`src/rtl/fsm_ones_detect.sv`:
```
// rtl/fsm_ones_detect.sv - counts qualified ones and pulses flag every N-th one
module fsm_ones_detect #(
  parameter  int N  = 4,
  parameter  int HW = 8,
  localparam int CW = $clog2(N)
) (
  input  logic          clk,
  input  logic          rst,
  input  logic          en,
  input  logic          data,
  input  logic          consec,
  input  logic          overlap,
  input  logic          clr,
  output logic          flag,
  output logic [CW-1:0] level,
  output logic [HW-1:0] hit_cnt
);

  typedef enum logic {ST_COUNT = 1'b0, ST_HIT = 1'b1} state_t;

  localparam logic [CW-1:0] LAST = CW'(N - 1);

  state_t          state_q, state_d;
  logic [CW-1:0]   level_q, level_d;
  logic [HW-1:0]   hit_cnt_q, hit_cnt_d;

  always_comb begin
    state_d   = ST_COUNT;
    level_d   = level_q;
    hit_cnt_d = hit_cnt_q;
    if (clr) begin
      level_d   = '0;
      hit_cnt_d = '0;
    end else if (en) begin
      if (data) begin
        if (level_q == LAST) begin
          state_d = ST_HIT;
          if (hit_cnt_q != '1) hit_cnt_d = hit_cnt_q + 1'b1;
          // overlap keeps the window full so each further one hits again
          if (!overlap) level_d = '0;
        end else begin
          level_d = level_q + 1'b1;
        end
      end else if (consec) begin
        level_d = '0;
      end
    end
  end

  always_ff @(posedge clk or negedge rst) begin
    if (!rst) begin
      state_q   <= ST_COUNT;
      level_q   <= '0;
      hit_cnt_q <= '0;
    end else begin
      state_q   <= state_d;
      level_q   <= level_d;
      hit_cnt_q <= hit_cnt_d;
    end
  end

  assign flag    = (state_q == ST_HIT);
  assign level   = level_q;
  assign hit_cnt = hit_cnt_q;

endmodule

```
`config.mk`:
```
export PLATFORM = sky130hd
export DESIGN_NAME = fsm_ones_detect
export DESIGN_NICKNAME = d
export VERILOG_FILES = /design/src/rtl/fsm_ones_detect.sv
export SDC_FILE = /design/constraint.sdc
export NUM_CORES = 1
export LEC_CHECK = 0
export CELL_PAD_IN_SITES_DETAIL_PLACEMENT = 1
export CELL_PAD_IN_SITES_GLOBAL_PLACEMENT = 1
export CORE_MARGIN = 5
export CORE_UTILIZATION = 35
export CTS_CLUSTER_SIZE = 28
export DETAILED_ROUTE_END_ITERATION = 16
export PLACE_DENSITY_LB_ADDON = 0.05
export SYNTH_ARGS = -nofsm -noshare
export SYNTH_HDL_FRONTEND = slang
export SYNTH_SLANG_ARGS = --single-unit
```
`constraint.sdc`:
```
create_clock -name clk -period 3.2 [get_ports clk]
set_input_delay 0.32 -clock clk [delete_from_list [all_inputs] [get_ports clk]]
set_output_delay 0.32 -clock clk [all_outputs]
set_load 0.02 [all_outputs]
```
; ---- Yosys cells after proc, flatten, opt, wreduce, memory -nomap -nowiden
; Index checks and enable logic that the tools add are counted.
[classes]
reduce_logical = 7
addsub = 2
eq_ne = 3
mux = 15
[ops]
columns = operator, n
row1 = 2-to-1 mux 8 bit, 5
row2 = 2-to-1 mux 2 bit, 6
row3 = "adder 8 x 1 -> 8 bit, second input constant", 1
row4 = "inequality test 8 bit, second input constant", 1
row5 = nonzero test 2 bit, 4
row6 = 2-to-1 mux 1 bit, 4
row7 = "inequality test 4 bit, second input constant", 1
row8 = AND reduction 4 bit, 1
row9 = AND reduction 3 bit, 1
row10 = nonzero test 3 bit, 1
row11 = "adder 2 x 1 -> 2 bit, second input constant", 1
row12 = "== test 2 bit, second input constant", 1
[totals]
ff_bits = 11
output_inout_bits = 11
input_bits = 7
word_cells = 30

; ---- Longest topological paths before layout
[depth]
word_depth = 6
ltp_mapped = 5
depth_no_buf = 5

; ---- Least setup slack after synthesis
; No wires, ideal clock.
[synth_timing]
path_kind = register to register
startpoint = register level_q[0], in the netlist level[0]
endpoint = register hit_cnt_q[6], in the netlist hit_cnt[6]
arrival_ns = 1.305
stages_incl_launch_ff = 6
setup_time_ns = 0.132
n_path_buf = 0
slack_ns = 1.763
t_required_ns = 3.068
period_less_slack_ns = 1.437
cell_sequence = dfrtp_1 -> ha_1 -> nand3_2 -> nor3_1 -> mux2i_1 -> nor2_1
[synth_between]
elab_chain_cells = 3
[synth_lines]
columns = element, line
row1 = from (decl), 24  ; logic [CW-1:0] level_q, level_d;
row2 = from (signal assigned), 57  ; level_q <= level_d;
row3 = == test 2 bit, 36  ; if (level_q == LAST) begin
row4 = nonzero test 2 bit (no line), n/a
row5 = AND reduction 4 bit (no line), n/a
row6 = to (signal assigned), 58  ; hit_cnt_q <= hit_cnt_d;
row7 = to (decl), 25  ; logic [HW-1:0] hit_cnt_q, hit_cnt_d;
; No other way between the ends.
; A chain may end at the register's enable or synchronous reset.

; ---- Final worst setup path
[layout_timing]
startpoint = register hit_cnt_q[7], in the netlist hit_cnt[7]
endpoint = output port hit_cnt[7]
[layout_lines]
columns = element, line
row1 = to (decl), 16  ; output logic [HW-1:0] hit_cnt
; No word-level cell between the ends.

==> flow_summary.toml <==
[status]
status = "finished, final reports clean"

[worst_setup_path]
path_cells = "clkdlybuf4s50_1"
path_buf_inv = 1
critical-path-top-delay-family = "buffers and inverters"
endpoint_kind = "output pin"
worstPathMaxFanout = 8
cp.required_ns = 2.88
crit_type = "flop to output pin"
crit_arrival_ns = 1.41
crit_path_start_kind = "flop"
max_stage_delay_ns = 0.65
slowest_stage = "clkdlybuf4s50_1"

[clock_network]
cts_resized = 0
tritoncts = "yes"
root_buffer = "clkbuf_4"
htreeDepth = 1
numCtsBuffers = 3
worstSkewPairLatency_ns = 0.27
cts.sinks = 11
clockBufferDepth = 2
clk_pin_slew_ns = 0.07
cts_hold_buffers = 0
postCtsSetupBuffers = 0

[logic_synthesis]
async_flop_share_pct = 100
syn_area_um2 = 581
synth_top_cell_by_area = "dfrtp_1"
synth.distinct_cells = 25
postSynthNetCount = 65
syn_avg_cell_area_um2 = 10.4
synth_edf_count = 0
yosysSeqAreaShare_pct = 47.4
ys_warn_count = 0
synth_flop_cell = "dfrtp_1"
synth_top_area_share_pct = 47.4
postSynthRegisterBits = 11
synth.area.top_cells = "dfrtp_1 (47%), mux2i_1 (6.9%), nor2_1 (5.2%)"
syn_inst = 56

[routing]
via_count = 512
dr.pass1.iters = 3
drt_iter0_markers = 5
route.detailed.wl_per_inst_um = 15.4
ant_nets = 0
remaining_drc_errors = 0
viasPerCell = 5.63
drt-total-wl_um = 1400

[global_routing]
grt_max_degree = 12
grt_pass1_wl_um = 2420
grt_usage_pct = 12.4
grt_pass1_vias = 490
grt_overflow = 0
antenna_found_initial = 0

[layout]
num-fill-cells = 179
area_growth_pct = 34.7
drive_above_1_share_pct = 6.67
final_cell_mix = "clkdlybuf4s50_1 (17), dfrtp_1 (11), nor2_1 (8)"
ff_latch_area_um2 = 275
multi_input_area_um2 = 290
mostFrequentLayoutCell = "clkdlybuf4s50_1"
fin_nets = 85
antenna_cells = 0

[hold_path]
min_path_type = "input pin to async pin"

[floorplan]
fp-row-count = 14
die_area_um2 = 2570
die_w_um = 50.7
initial_core_util_pct = 37.7
ioPinCount = 18
coreArea_um2 = 1540
fp.dieH_um = 50.7

[job]
drv_cap = 0

[timing]
worst_slack_ns = 1.47
fin_setup_tns_ns = 0
maxSlewViolCount = 0
worst_slew_pin_slew_ns = 0.486
finalCriticalPeriod_ns = 1.73
grt_setup_unrepaired = "false"
skew_ns = 0.00114
slew-limit-headroom_pct = 67.5
finalHoldViolCount = 0
period_share_pct = 54.0
max_freq_ghz = 0.578
setup_violations = 0

[place]
io_buffers = 17
gp_routability_congestion = 0.769
hpwl_um = 1070
dp_slack_ns = 1.41

[power_and_ir_drop]
p_leak_uw = 0.000332
max-vdd-ir-drop_v = 0.000196
power.density_nw_per_um2 = 330
## report_power, final
part | switching (uW) | internal (uW)
Clock | 47.1 | 48.4
Sequential | 1.06 | 140
Combinational | 10.3 | 11.2
Total | 58.5 | 200
## sequential cells by signal (all words and copies together), names as in the netlist
| register | count |
|---|---|
| level | 2 |
| hit_cnt | 8 |
| flag | 1 |
## per-layer routing
metal	routed length [um]	global-route usage (%)	up-vias
li1	-	-	245
met1	591	15.1	254
met2	708	19.2	10
met3	90	5.92	3
met4	11	3.83	0
met5	0	0	-
## per-stage QoR
stage / area [um^2] / total power, uW / hold slack (ns) / utilization (%) / cells
6_report: 782 / 258 / 0.374 / 50.7 / 91
5_1_grt: 782 / 272 / 0.413 / 50.7 / 91
4_1_cts: 782 / 263 / 0.393 / 50.7 / 91
3_3_place_gp: 756 / 166 / 0.520 / 49.0 / 87
2_1_floorplan: 581 / 151 / 0.0244 / - / 56
3_5_place_dp: 756 / 166 / 0.573 / 49.0 / 87
## path summary, 6_finish.rpt
check                           start    endpoint  slack [ns]  cells past startpoint
setup / recovery           hit_cnt[7]  hit_cnt[7]        1.47                      1
hold / removal                    rst    level[0]        0.37                      1
setup reg to reg             level[0]  hit_cnt[6]        1.75                      5
hold reg to reg              level[1]    level[1]        0.57                      2
max in group asynchronous         rst  hit_cnt[0]        2.50                      1
min in group clk             level[1]    level[1]        0.57                      2
## kinds of logic after synthesis
kind of cell	after synthesis	synth area share, %
AOI/OAI and AO/OA	11	14.2
muxes	4	6.90
xor gates and xnor gates	2	3.02
and+or+nand+nor	24	21.6
buffers and inverters	2	2.59
DFF	11	47.4
adders and majority gates	2	4.31
## Yosys cell counts, types with 2 or more instances
master and number:
nand3_1 4, dfrtp_1 11, nand2_1 2, mux2i_1 4
a31oi_1 3, ha_1 2, o21bai_1 2, nor3_1 4
nor2_1 8
## final cells by class
class                      count  area share (%)
multi-input combinational     43            37.1
tap                           16            2.56
timing repair buffer          17            21.8
clock buffer                   4            3.36
sequential                    11            35.2
Power figures use the tool's default switching activity.
